[config.mk]
export PLATFORM = sky130hd
export DESIGN_NAME = hazard_ctrl_gen2
export DESIGN_NICKNAME = d
export VERILOG_FILES = /design/src/rtl/hazard_ctrl_gen2.sv
export SDC_FILE = /design/constraint.sdc
export NUM_CORES = 1
export LEC_CHECK = 0
export CELL_PAD_IN_SITES_DETAIL_PLACEMENT = 0
export CELL_PAD_IN_SITES_GLOBAL_PLACEMENT = 1
export CORE_ASPECT_RATIO = 1.2
export CORE_MARGIN = 1.5
export CORE_UTILIZATION = 34
export CTS_BUF_LIST = sky130_fd_sc_hd__clkbuf_8
export CTS_CLUSTER_SIZE = 8
export DETAILED_ROUTE_END_ITERATION = 10
export GPL_TIMING_DRIVEN = 0
export PLACE_DENSITY = 0.91
export SETUP_SLACK_MARGIN = 0.5
export SLEW_MARGIN = 25
export SYNTH_ARGS = -nofsm -noshare
export SYNTH_HDL_FRONTEND = slang
export SYNTH_SLANG_ARGS = --single-unit
export TNS_END_PERCENT = 10
[constraint.sdc]
create_clock -name clk -period 4.2 [get_ports clk]
set_input_delay 1.26 -clock clk [delete_from_list [all_inputs] [get_ports clk]]
set_output_delay 1.26 -clock clk [all_outputs]
set_load 0.02 [all_outputs]
[src/rtl/hazard_ctrl_gen2.sv]
// Hazard controller for a five-stage in-order pipeline.
// Detects load-use hazards against the load sitting in ID/EX, inserts
// LOAD_LAT bubbles per hazard, flushes younger stages on a taken branch and
// freezes everything while data memory is busy. Two saturating counters
// report stall cycles and accepted branch redirects.
//
// state   | meaning
// --------+---------------------------------------------------------------
// RUN     | no bubbles owed; a load-use hazard here inserts the first one
// LSTALL  | rem_q more bubbles owed for the current load-use hazard
module hazard_ctrl_gen2 #(
   parameter int REG_AW      = 5,
   parameter int LOAD_LAT    = 1,
   parameter int FLUSH_DEPTH = 2,
   parameter int CNT_W       = 16
) (
   input  logic              clk,
   input  logic              rst,
   input  logic              id_valid,
   input  logic [REG_AW-1:0] rs1_id,
   input  logic [REG_AW-1:0] rs2_id,
   input  logic              rs1_used,
   input  logic              rs2_used,
   input  logic              idex_valid,
   input  logic              idex_mem_read,
   input  logic [REG_AW-1:0] idex_rd,
   input  logic              branch_taken,
   input  logic              mem_busy,
   output logic              pc_write,
   output logic              ifid_write,
   output logic              idex_write,
   output logic              exmem_write,
   output logic              ifid_flush,
   output logic              idex_flush,
   output logic              exmem_flush,
   output logic [CNT_W-1:0]  stall_cycles,
   output logic [CNT_W-1:0]  flush_events
);

   localparam int               REM_W    = $clog2(LOAD_LAT + 1);
   // Bubbles still owed after the first one, which is issued from RUN.
   localparam logic [REM_W-1:0] REM_LOAD = REM_W'(LOAD_LAT - 1);
   localparam logic [REM_W-1:0] REM_ONE  = REM_W'(1);
   localparam logic [CNT_W-1:0] CNT_MAX  = '1;
   localparam logic [CNT_W-1:0] CNT_ONE  = CNT_W'(1);

   typedef enum logic {
      ST_RUN    = 1'b0,
      ST_LSTALL = 1'b1
   } state_t;

   state_t            state_q, state_d;
   logic [REM_W-1:0]  rem_q, rem_d;
   logic [CNT_W-1:0]  stall_q, stall_d;
   logic [CNT_W-1:0]  flush_q, flush_d;
   logic              lu;
   logic              branch_acc;

   // Register 0 is hardwired to zero, so a load targeting it never blocks ID.
   assign lu = id_valid & idex_valid & idex_mem_read & (idex_rd != '0) &
               ((rs1_used & (rs1_id == idex_rd)) |
                (rs2_used & (rs2_id == idex_rd)));

   // Next-state and pipeline control in priority order:
   // reset, memory freeze, branch redirect, load-use bubble, normal flow.
   always_comb begin
      pc_write    = 1'b1;
      ifid_write  = 1'b1;
      idex_write  = 1'b1;
      exmem_write = 1'b1;
      ifid_flush  = 1'b0;
      idex_flush  = 1'b0;
      exmem_flush = 1'b0;
      state_d     = state_q;
      rem_d       = rem_q;
      branch_acc  = 1'b0;

      if (rst) begin
         ifid_flush  = 1'b1;
         idex_flush  = 1'b1;
         exmem_flush = 1'b1;
         state_d     = ST_RUN;
         rem_d       = '0;
      end else if (mem_busy) begin
         pc_write    = 1'b0;
         ifid_write  = 1'b0;
         idex_write  = 1'b0;
         exmem_write = 1'b0;
      end else if (branch_taken) begin
         // A redirect kills whatever the stalled instruction was waiting on,
         // so any outstanding bubbles are dropped.
         ifid_flush  = 1'b1;
         idex_flush  = (FLUSH_DEPTH >= 2);
         exmem_flush = (FLUSH_DEPTH == 3);
         state_d     = ST_RUN;
         rem_d       = '0;
         branch_acc  = 1'b1;
      end else if (state_q == ST_LSTALL) begin
         pc_write    = 1'b0;
         ifid_write  = 1'b0;
         idex_flush  = 1'b1;
         if (rem_q <= REM_ONE) begin
            state_d = ST_RUN;
            rem_d   = '0;
         end else begin
            rem_d   = rem_q - REM_ONE;
         end
      end else if (lu) begin
         pc_write    = 1'b0;
         ifid_write  = 1'b0;
         idex_flush  = 1'b1;
         if (LOAD_LAT > 1) begin
            state_d = ST_LSTALL;
            rem_d   = REM_LOAD;
         end
      end
   end

   // Saturating performance counters; a frozen PC counts as a stall cycle.
   always_comb begin
      stall_d = stall_q;
      flush_d = flush_q;
      if (!pc_write && (stall_q != CNT_MAX)) begin
         stall_d = stall_q + CNT_ONE;
      end
      if (branch_acc && (flush_q != CNT_MAX)) begin
         flush_d = flush_q + CNT_ONE;
      end
   end

   // State, bubble count and counters, cleared by synchronous reset.
   always_ff @(posedge clk) begin
      if (rst) begin
         state_q <= ST_RUN;
         rem_q   <= '0;
         stall_q <= '0;
         flush_q <= '0;
      end else begin
         state_q <= state_d;
         rem_q   <= rem_d;
         stall_q <= stall_d;
         flush_q <= flush_d;
      end
   end

   assign stall_cycles = stall_q;
   assign flush_events = flush_q;

endmodule

==> After elaboration in Yosys (flattened, before gate mapping) <==
Index checks and enable logic that the tools add are counted.
W data, S select, Z words.
{ "totals": {"reg_bits": 34, "latch_bits": 0, "ram_bits": 0, "romBits": 0, "input_bits": 24, "output_inout_bits": 39, "wordCells": 49, "mem_count": 0} }
{ "op_classes": {"addsub": 3, "multipliers": 0, "n_div": 0, "n_lt_le_gt_ge": 1, "n_eq_ne": 4, "shifts": 0, "muxes": 23, "n_bitwise": 8, "reduce_logical": 6} }
{ "op_table": {"columns": ["operator", "n"], "rows": [
  ["$add A16 B1 Y16 const B", 2],
  ["$ne A16 B16 Y1 const B", 2],
  ["$mux W1", 23],
  ["$eq A5 B5 Y1", 2],
  ["$and A1 B1 Y1", 6],
  ["$reduce_bool A5 Y1", 1],
  ["$logic_and A1 B1 Y1", 2],
  ["$reduce_and A2 Y1", 1],
  ["$reduce_bool A2 Y1", 1],
  ["$le A1 B1 Y1 const B", 1],
  ["$logic_not A1 Y1", 1],
  ["$not A1 Y1", 1],
  ["$or A1 B1 Y1", 1],
  ["$sub A1 B1 Y1 const B", 1]
]} }

==> Depth between registers and ports, before layout <==
Gate-level depths: netlist of run 1.
{ "depth": {"word_depth": 11, "depth_mapped": 8, "ltp_nobuf": 7} }

==> Worst setup path after synthesis of run 1 <==
No wires, ideal clock.
{ "synth_timing": {"path_type": "input port to output port", "from": "input idex_rd[1]", "to": "output pc_write", "arrival_ns": 2.834, "required_time_ns": 2.940, "slack_ns": 0.106, "stages": 6, "n_path_buf": 2, "path_cell_list": "or4_4 > o2111a_2 > a21oi_4 > buf_6 > or2_1 > buf_4"} }
{ "synth_via": {"elab_chain_cells": 9, "word_cells_on_any_way": 13, "cone_classes": "eq/ne: 2; mux: 5; bitwise: 5; reduce/logical: 1"} }
{ "synth_lines": {"columns": ["item", "line_no", "text"], "rows": [
  ["start, declared", "26", "input logic [REG_AW-1:0] idex_rd,"],
  ["$eq A5 B5 Y1 (on tied branches)", "61, 62", null],
  ["$and A1 B1 Y1 (on tied branches)", "61, 62", null],
  ["$or A1 B1 Y1", "61", "((rs1_used & (rs1_id == idex_rd)) |"],
  ["$and A1 B1 Y1 *", "60", "assign lu = id_valid & idex_valid & idex_mem_read & (idex_rd != '0) &"],
  ["$mux W1 * (5 in a row)", null, null],
  ["end, declared", "29", "output logic pc_write,"]
]} }
Every way passes the cells marked *; elsewhere a longest branch is shown, timed or not.

==> Worst setup path after layout of run 1 <==
{ "layout_timing": {"from": "input idex_rd[1]", "to": "output pc_write"} }
{ "layout_via": {"elab_chain_cells": 9, "word_cells_on_any_way": 13, "cone_classes": "eq/ne: 2; mux: 5; bitwise: 5; reduce/logical: 1"} }
{ "layout_lines": {"columns": ["item", "line_no", "text"], "rows": [
  ["$eq A5 B5 Y1 (on tied branches)", "61, 62", null],
  ["$and A1 B1 Y1 (on tied branches)", "61, 62", null],
  ["$or A1 B1 Y1", "61", null],
  ["$and A1 B1 Y1 *", "60", null],
  ["$mux W1 *", "108", "end else if (lu) begin"],
  ["$mux W1 *", "98", "end else if (state_q == ST_LSTALL) begin"],
  ["$mux W1 *", "89", "end else if (branch_taken) begin"],
  ["$mux W1 *", "84", "end else if (mem_busy) begin"],
  ["$mux W1 *", "78", "if (rst) begin"]
]} }
Marked as above.

==> impl_metrics.env, run 1 <==
export IMPL_drcViolationCount=0
export IMPL_synthesis_area_um2=1815
export IMPL_synth_area_leaders="dfxtp_1, xnor2_1, nor2_1"
export IMPL_numCtsBuffers=5
export IMPL_fin_worst_skew_ns=0.006075
export IMPL_maxCapViolations=0
export IMPL_clockPowerShare_pct=38.1
export IMPL_clock_sinks=32
export IMPL_setup_viol=0
export IMPL_finalCritPeriodShare_pct=95.70
export IMPL_rsz0062_at_grt="yes"
export IMPL_ys_seq_area_share_pct=35.29
export IMPL_cp_end_kind="output pin"
export IMPL_die_area_um2=5789
export IMPL_die_y_um=83.05
export IMPL_syn_nets=235
export IMPL_grt_pass1_wl_mm=8.383
export IMPL_vias=1993
export IMPL_synth_edf_count=0
export IMPL_clk_pin_slew_ns=0.07
export IMPL_start_util_pct=35.99
export IMPL_nFillCells=476
export IMPL_cp_required_ns=2.94
export IMPL_clk_latency_ns=0.28
export IMPL_insertedDiodeCount=0
export IMPL_yosysMostFrequentCell="dfxtp_1"
export IMPL_ios=63
export IMPL_row_count=28
export IMPL_grt_pass1_vias=1801
export IMPL_power_leakage_nw=0.9919
export IMPL_p_seq_share_pct=45.6
export IMPL_cp_data_arrival_time_ns=2.76
export IMPL_route_antenna_remaining_nets=0
export IMPL_syn2layout_area_growth_pct=53.55
export IMPL_holdWs_ns=0.5016
export IMPL_post_route_min_period_ns=4.019
export IMPL_dp_cells=331
export IMPL_final_hold_viol_count=0
export IMPL_switching_share_pct=24.43
export IMPL_layout_cells_non_filler=361
export IMPL_hold_class="reg2reg"
export IMPL_comb_power_share_pct=16.3
export IMPL_io_buffers=62
export IMPL_syn_inst=209
export IMPL_final_core_util_pct=55.26
export IMPL_grt_max_degree=11
export IMPL_post_place_ws_ns=-0.8972
export IMPL_ctsHoldBuffers=0
export IMPL_synthTopCellsByCount="dfxtp_1, nor2_1, xnor2_1, nand2_1, nand3_1"
export IMPL_htreeDepth=2
export IMPL_power_switching_uw=165.1
export IMPL_dr_pass1_iters=4
export IMPL_coreArea_um2=5045
export IMPL_overflow=0
export IMPL_cts_buffer_depth=2
export IMPL_drive_above_1_share_pct=21.26
export IMPL_via_per_inst=5.521
export IMPL_cts_tree="built"
export IMPL_drv_slew=0
export IMPL_yosysWarnings=0
export IMPL_ir_worst_vdd_mv=0.1787
export IMPL_async_flop_share_pct=0
export IMPL_critPathLaunchType="input port"
export IMPL_nets=327
export IMPL_antenna_found_initial=0
export IMPL_relSlewSlack_pct=62.44
export IMPL_ys_ff_latch=32
export IMPL_internal_power_uw=510.6
export IMPL_clockRootBuffer="clkbuf_8"
export IMPL_drt_wl_total_mm=5.314
export IMPL_yosysUniqueCellTypes=47
export IMPL_status="completed"
export IMPL_ys_flop_type="dfxtp_1"
export IMPL_yosys_area_top_type_share_pct=35.29
export IMPL_avgRoutedWirePerCell_um=14.72
export IMPL_dieWidth_um=69.71
export IMPL_drt_iter0_markers=48
export IMPL_syn_area_per_cell_um2=8.687
export IMPL_path_max_fanout=3
export IMPL_synth_top_area_cell="dfxtp_1"
export IMPL_grt_total_usage_pct=17.64
export IMPL_gp_congestion=0.8308
export IMPL_worstMarginPinSlew_ns=0.5634
export IMPL_p_per_area_nw_per_um2=242.4
export IMPL_fin_ws_ns=0.1805
export IMPL_dp_hpwl_mm=3.531
export IMPL_path_class="in2out"
export IMPL_clock_fmax_ghz=0.2488
## cell type report
type	instances	area (µm²)	share of cell area [%]
Timing Repair Buffer	85	767.0	27.51
Inverter	6	22.52	0.8079
Tap cell	60	75.07	2.693
Sequential cell	32	640.6	22.98
Multi-Input combinational cell	161	1121	40.22
Buffer	10	65.06	2.334
Clock buffer	7	96.34	3.456
## metal layers
metal,part of all wire [%],global-route usage (%)
met5,0,0
met4,1.9,5.594
met3,7.3,4.854
met2,49,30.94
met1,42,20.70
## worst max-delay path, stage by stage
cell and delay, ns:
buf_8 0.09, or4_4 0.53, o2111a_2 0.29, a21oi_4 0.15, buf_6 0.12, or2_4 0.12, buf_6 0.09, buf_6 0.10
## through the flow
stage	area [µm²]	power (mW)	TNS, ns
floorplan	1818	0.3581	0
global placement	2514	0.4028	-2.621
detailed placement	2514	0.4036	-2.632
CTS	2751	0.6735	0
global route	2788	0.7022	0
finish	2788	0.6757	0
## cells by family after synthesis
| family | synth area share, % |
|---|---|
| compound gates | 14.54 |
| flops | 35.29 |
| mux | 3.377 |
| fa+ha+maj | 1.378 |
| simple gates | 29.43 |
| xor+xnor | 11.58 |
| buf+inv | 4.410 |
## state kept, by name, summed over array words and instances, names as in the netlist
name and cells:
flush_events 16, stall_cycles 16
## power by group through the flow
stage / combinational [mW] / sequential (mW) / clock [mW]
after floorplan: 0.0412 / 0.317 / 0
after global placement: 0.0880 / 0.315 / 0
after detailed placement: 0.0888 / 0.315 / 0
after CTS: 0.104 / 0.308 / 0.262
after global routing: 0.117 / 0.308 / 0.277
final: 0.110 / 0.308 / 0.257
## repair_timing
item                                    CTS  global route
gates resized for setup                  53            12
endpoints found under the setup margin    7            12
pin swaps                                18            10
cloned                                    0             0
buffers inserted                         19             4
## cells in the final DEF (no fill, tap or decap), types with 3 or more instances in the layout
master           count
and3_1               3
nand4_1             10
clkbuf_8             7
xor2_1               4
buf_2                5
a21oi_1             11
buf_6                3
clkdlybuf4s15_1      3
nand3_1             12
or3_1                3
inv_1                5
xnor2_1             19
dfxtp_1             32
o311ai_1             3
clkdlybuf4s50_1     41
nor4_2               3
and4_1               4
o21ai_0              3
dlygate4sd2_1        8
or4_1                7
buf_4               25
nor2_1              25
clkbuf_1             4
nand2_1             14
o31ai_1              7
## worst paths after layout
| path | startpoint | end | slack, ns | cells past startpoint |
|---|---|---|---|---|
| worst min register to register | stall_cycles[8]$_SDFFE_PP0P_ | stall_cycles[8]$_SDFFE_PP0P_ | 0.50 | 2 |
| worst max-delay path | idex_rd[1] | pc_write | 0.18 | 8 |
| worst min-delay path | stall_cycles[8]$_SDFFE_PP0P_ | stall_cycles[8]$_SDFFE_PP0P_ | 0.50 | 2 |
| worst max register to register | stall_cycles[3]$_SDFFE_PP0P_ | stall_cycles[15]$_SDFFE_PP0P_ | 2.12 | 7 |
Note: power is estimated with default switching activity, not from simulation.
==> run 2, diff against run 1 <==
clock period = 4.3 ns   (was 4.2 ns; I/O delays follow)
==> run 2 against run 1 <==
  * Final cell count did not move
  * Register-to-register slack better by 0.10 ns
  * Worst hold slack gained 0.0013 ns
  * Combinational power about the same
  * Wire length hardly changed
  * Via count increased by 0.10%
  * Sequential power decreased by 2%
  * Critical endpoint unchanged
  * Largest power group unchanged
==> impl_metrics.env, run 2 (synthesized netlist as in run 1, its figures left out) <==
export IMPL_grt_max_degree=11
export IMPL_numCtsBuffers=5
export IMPL_coreArea_um2=5045
export IMPL_mostFrequentLayoutCell="clkdlybuf4s50_1"
export IMPL_rsz0062_at_grt="yes"
export IMPL_clockRootBuffer="clkbuf_8"
export IMPL_syn2layout_area_growth_pct=53.41
export IMPL_start_util_pct=35.99
export IMPL_die_area_um2=5789
export IMPL_drt_iter0_markers=48
export IMPL_drv_slew=0
export IMPL_vias=1995
export IMPL_htreeDepth=2
export IMPL_dieWidth_um=69.71
export IMPL_die_y_um=83.05
export IMPL_status="completed"
export IMPL_ios=63
export IMPL_grt_total_usage_pct=17.64
export IMPL_clock_fmax_ghz=0.2451
export IMPL_ctsHoldBuffers=0
export IMPL_reg2reg_from="stall_cycles[3]$_SDFFE_PP0P_"
export IMPL_route_antenna_remaining_nets=0
export IMPL_crit_start="idex_rd[1]"
export IMPL_antenna_found_initial=0
export IMPL_relSlewSlack_pct=61.36
export IMPL_holdPathStages=2
export IMPL_io_buffers=62
export IMPL_cp_required_ns=3.01
export IMPL_clk_latency_ns=0.28
export IMPL_power_leakage_nw=0.9914
export IMPL_cts_buffer_depth=2
export IMPL_avgRoutedWirePerCell_um=14.73
export IMPL_fin_worst_skew_ns=0.004882
export IMPL_r2r_cells=7
export IMPL_worstMarginPinSlew_ns=0.5796
export IMPL_hold_class="reg2reg"
export IMPL_path_max_fanout=3
export IMPL_via_per_inst=5.526
export IMPL_final_cell_mix="clkdlybuf4s50_1, dfxtp_1, nor2_1, buf_4, xnor2_1"
export IMPL_drive_above_1_share_pct=20.93
export IMPL_overflow=0
export IMPL_fin_ws_ns=0.2205
export IMPL_insertedDiodeCount=0
export IMPL_post_place_ws_ns=-0.8572
export IMPL_cp_data_arrival_time_ns=2.79
export IMPL_rr_endpoint="stall_cycles[15]$_SDFFE_PP0P_"
export IMPL_clk_pin_slew_ns=0.07
export IMPL_p_per_area_nw_per_um2=236.9
export IMPL_critPathLaunchType="input port"
export IMPL_final_core_util_pct=55.21
export IMPL_row_count=28
export IMPL_path_class="in2out"
export IMPL_grt_pass1_vias=1801
export IMPL_grt_pass1_wl_mm=8.383
export IMPL_post_route_min_period_ns=4.080
export IMPL_maxCapViolations=0
export IMPL_cp_end_kind="output pin"
export IMPL_worstHoldStart="stall_cycles[8]$_SDFFE_PP0P_"
export IMPL_whs_endpoint="stall_cycles[8]$_SDFFE_PP0P_"
export IMPL_ir_worst_vdd_mv=0.1749
export IMPL_final_hold_viol_count=0
export IMPL_drcViolationCount=0
export IMPL_cts_tree="built"
export IMPL_nets=327
export IMPL_clock_sinks=32
export IMPL_drt_wl_total_mm=5.316
export IMPL_dr_pass1_iters=4
export IMPL_reg2reg_slack_ns=2.22
export IMPL_setup_viol=0
export IMPL_gp_congestion=0.8308
export IMPL_dp_hpwl_mm=3.531
export IMPL_finalCritPeriodShare_pct=94.87
-- run 2: cell count changes in the layout (fill, tap and decap cells not counted) --
cell and change:
nand2_1 +1, nand2_2 -1
-- run 2: power breakdown --
part / total [mW] / leakage (nW) / internal [mW] / switching, mW
logic: 0.107 / 0.683 / 0.0578 / 0.0496
registers: 0.301 / 0.258 / 0.298 / 0.00260
clock network: 0.251 / 0.0503 / 0.142 / 0.109
-- run 2: cell type report --
| type | instances | area [µm²] |
|---|---|---|
| Tap cell | 60 | 75.07 |
| Sequential cell | 32 | 640.6 |
| Multi-Input combinational cell | 161 | 1119 |
| Buffer | 10 | 65.06 |
| Clock buffer | 7 | 96.34 |
| Timing Repair Buffer | 85 | 767.0 |
| Fill cell | 476 | 2260 |
| Inverter | 6 | 22.52 |
-- run 2: routing by layer --
layer	vias to the layer above	share of wire (%)	track usage, %
met4	0	2.0	5.594
met3	14	7.2	4.854
met5	-	0	0
met2	73	49	30.94
li1	951	-	-
met1	957	42	20.70
-- run 2: worst max-delay path, cell delays in order --
cell and delay, ns:
buf_8 0.09, or4_4 0.53, o2111a_2 0.29, a21oi_4 0.15, buf_6 0.12, or2_4 0.12, buf_6 0.09, buf_6 0.10
-- run 2: repair_timing --
| item | 4_1_cts | 5_1_grt |
|---|---|---|
| gates resized for setup | 53 | 11 |
| pin swaps | 18 | 10 |
| buffers inserted | 19 | 4 |
| endpoints found under the hold margin | 0 | 0 |
| setup endpoints to repair | 7 | 12 |
-- run 2: how the worst max path moves through the flow --
stage          depth (start not counted)       end  slack [ns]
6_report                               8  pc_write        0.22
5_1_grt                                9  pc_write        0.16
4_1_cts                                8  pc_write        0.18
3_5_place_dp                           8  pc_write       -0.86
3_3_place_gp                           8  pc_write       -0.86
2_1_floorplan                          6  pc_write        0.29
-- run 2: metrics by stage --
stage                     hold slack [ns]  instances  area [µm²]  power (mW)  TNS [ns]
after floorplan                    0.5519        209        1818      0.3498         0
after global placement             0.4739        331        2514      0.3934    -2.461
after detailed placement           0.4881        331        2514      0.3943    -2.472
after CTS                          0.4972        357        2751      0.6578         0
after global routing               0.5347        361        2785      0.6856         0
final                              0.5029        361        2785      0.6599         0
==> run 3, diff against run 2 <==
TNS_END_PERCENT = default   (was 10)
==> run 3 against run 2 <==
  * Flip-flop and latch count unchanged
  * Die area is the same
  * Worst hold slack gained 0.0055 ns
  * Setup slack lost 0.0091 ns
  * Maximum frequency shrank 0.22%
  * Critical path depth down 1
  * Sequential share of layout area shrank 0.10 points
  * Wire length decreased by 1.7%
  * Highest routed layer unchanged
==> impl_metrics.env, run 3 (synthesized netlist as in run 1, its figures left out) <==
export IMPL_final_cell_area_um2=2798
export IMPL_dp_hpwl_mm=3.531
export IMPL_p_seq_share_pct=45.6
export IMPL_numCtsBuffers=5
export IMPL_io_buffers=62
export IMPL_row_count=28
export IMPL_internal_power_uw=499.0
export IMPL_overflow=0
export IMPL_power_switching_uw=160.3
export IMPL_reg2reg_from="stall_cycles[3]$_SDFFE_PP0P_"
export IMPL_crit_start="idex_rd[2]"
export IMPL_vias=1984
export IMPL_comb_power_share_pct=16.3
export IMPL_final_core_util_pct=55.46
export IMPL_dr_pass1_iters=4
export IMPL_postPlaceCellArea_um2=2514
export IMPL_holdWs_ns=0.5084
export IMPL_path_max_fanout=2
export IMPL_drcViolationCount=0
export IMPL_grt_pass1_vias=1822
export IMPL_layout_cells_non_filler=360
export IMPL_ir_worst_vdd_mv=0.1747
export IMPL_drive_above_1_share_pct=21.33
export IMPL_crit_path_frequent_cell="buf_6"
export IMPL_fin_ws_ns=0.2113
export IMPL_drt_iter0_markers=52
export IMPL_setup_viol=0
export IMPL_insertedDiodeCount=0
export IMPL_holdPathStages=2
export IMPL_clock_sinks=32
export IMPL_worstHoldStart="stall_cycles[8]$_SDFFE_PP0P_"
export IMPL_gp_congestion=0.8308
export IMPL_grt_max_degree=11
export IMPL_route_antenna_remaining_nets=0
export IMPL_drt_wl_total_mm=5.227
export IMPL_dp_cells=331
export IMPL_worstPathCellList="buf_8 > or4_4 > o2111a_2 > buf_4 > buf_6 > a31o_1 > buf_6"
export IMPL_avgRoutedWirePerCell_um=14.52
export IMPL_cts_buffer_depth=2
export IMPL_clk_latency_ns=0.28
export IMPL_fin_worst_skew_ns=0.006063
export IMPL_max_stage_delay_ns=0.53
export IMPL_drv_slew=0
export IMPL_reg2reg_slack_ns=2.23
export IMPL_maxCapViolations=0
export IMPL_cp_end_kind="output pin"
export IMPL_cp_required_ns=3.01
export IMPL_clock_fmax_ghz=0.2446
export IMPL_clk_pin_slew_ns=0.07
export IMPL_finalCritPeriodShare_pct=95.09
export IMPL_power_leakage_nw=0.9985
export IMPL_nets=326
export IMPL_whs_endpoint="stall_cycles[8]$_SDFFE_PP0P_"
export IMPL_start_util_pct=35.99
export IMPL_final_cell_mix="clkdlybuf4s50_1, dfxtp_1, nor2_1, buf_4, xnor2_1"
export IMPL_cts_tree="built"
export IMPL_switching_share_pct=24.31
export IMPL_r2r_cells=7
export IMPL_relSlewSlack_pct=62.32
export IMPL_multi_input_area_um2=1121
export IMPL_syn2layout_area_growth_pct=54.10
export IMPL_grt_pass1_wl_mm=8.355
export IMPL_die_y_um=83.05
export IMPL_clockRootBuffer="clkbuf_8"
export IMPL_mostFrequentLayoutCell="clkdlybuf4s50_1"
export IMPL_p_total_uw=659.2
export IMPL_cp_data_arrival_time_ns=2.80
export IMPL_worstMarginPinSlew_ns=0.5652
export IMPL_rr_endpoint="stall_cycles[15]$_SDFFE_PP0P_"
export IMPL_post_place_ws_ns=-0.8572
export IMPL_hold_class="reg2reg"
export IMPL_final_hold_viol_count=0
export IMPL_critPathLaunchType="input port"
export IMPL_die_area_um2=5789
export IMPL_path_class="in2out"
export IMPL_status="completed"
export IMPL_via_per_inst=5.511
export IMPL_dieWidth_um=69.71
export IMPL_ios=63
export IMPL_post_route_min_period_ns=4.089
export IMPL_p_per_area_nw_per_um2=235.6
export IMPL_regArea_um2=640.6
export IMPL_nFillCells=473
export IMPL_ctsHoldBuffers=0
export IMPL_worst_path_max_delay_cell="or4_4"
export IMPL_antenna_found_initial=0
export IMPL_coreArea_um2=5045
export IMPL_setup_tns_ns=0
export IMPL_clockPowerShare_pct=38.1
export IMPL_htreeDepth=2
export IMPL_grt_total_usage_pct=17.44
export IMPL_rsz0062_at_grt="yes"
-- run 3: cell type report --
class	count	area share [%]
Multi-Input combinational cell	161	40.07
Timing Repair Buffer	84	27.55
Sequential cell	32	22.90
Clock buffer	7	3.444
Tap cell	60	2.683
Buffer	10	2.549
Inverter	6	0.8050
-- run 3: critical path: cells and delay by family --
kind	cells	cell delay, ns
compound gates	2	0.50
buf+inv	4	0.46
simple gates	1	0.53
-- run 3: how the worst max path moves through the flow --
| stage | endpoint | cells after the start |
|---|---|---|
| floorplan | pc_write | 6 |
| global placement | pc_write | 8 |
| detailed placement | pc_write | 8 |
| CTS | pc_write | 8 |
| global route | pc_write | 9 |
| finish | idex_flush | 7 |
-- run 3: repair_timing --
action / in CTS / in global routing
gates resized for setup: 62 / 12
pin swaps: 19 / 10
setup endpoints to repair: 7 / 10
setup buffers: 20 / 2
-- run 3: metal layers --
metal | vias up | global-route usage [%] | part of all wire, %
li1 | 946 | - | -
met1 | 955 | 20.25 | 43
met2 | 73 | 30.77 | 48
met3 | 10 | 5.097 | 7.6
met4 | 0 | 5.245 | 1.4
met5 | - | 0 | 0
-- run 3: power by group through the flow --
stage                     clock (mW)  sequential (mW)  combinational, mW
after floorplan                    0            0.309             0.0403
after global placement             0            0.307             0.0860
after detailed placement           0            0.308             0.0867
after CTS                      0.256            0.301              0.103
after global routing           0.270            0.301              0.115
final                          0.251            0.301              0.107
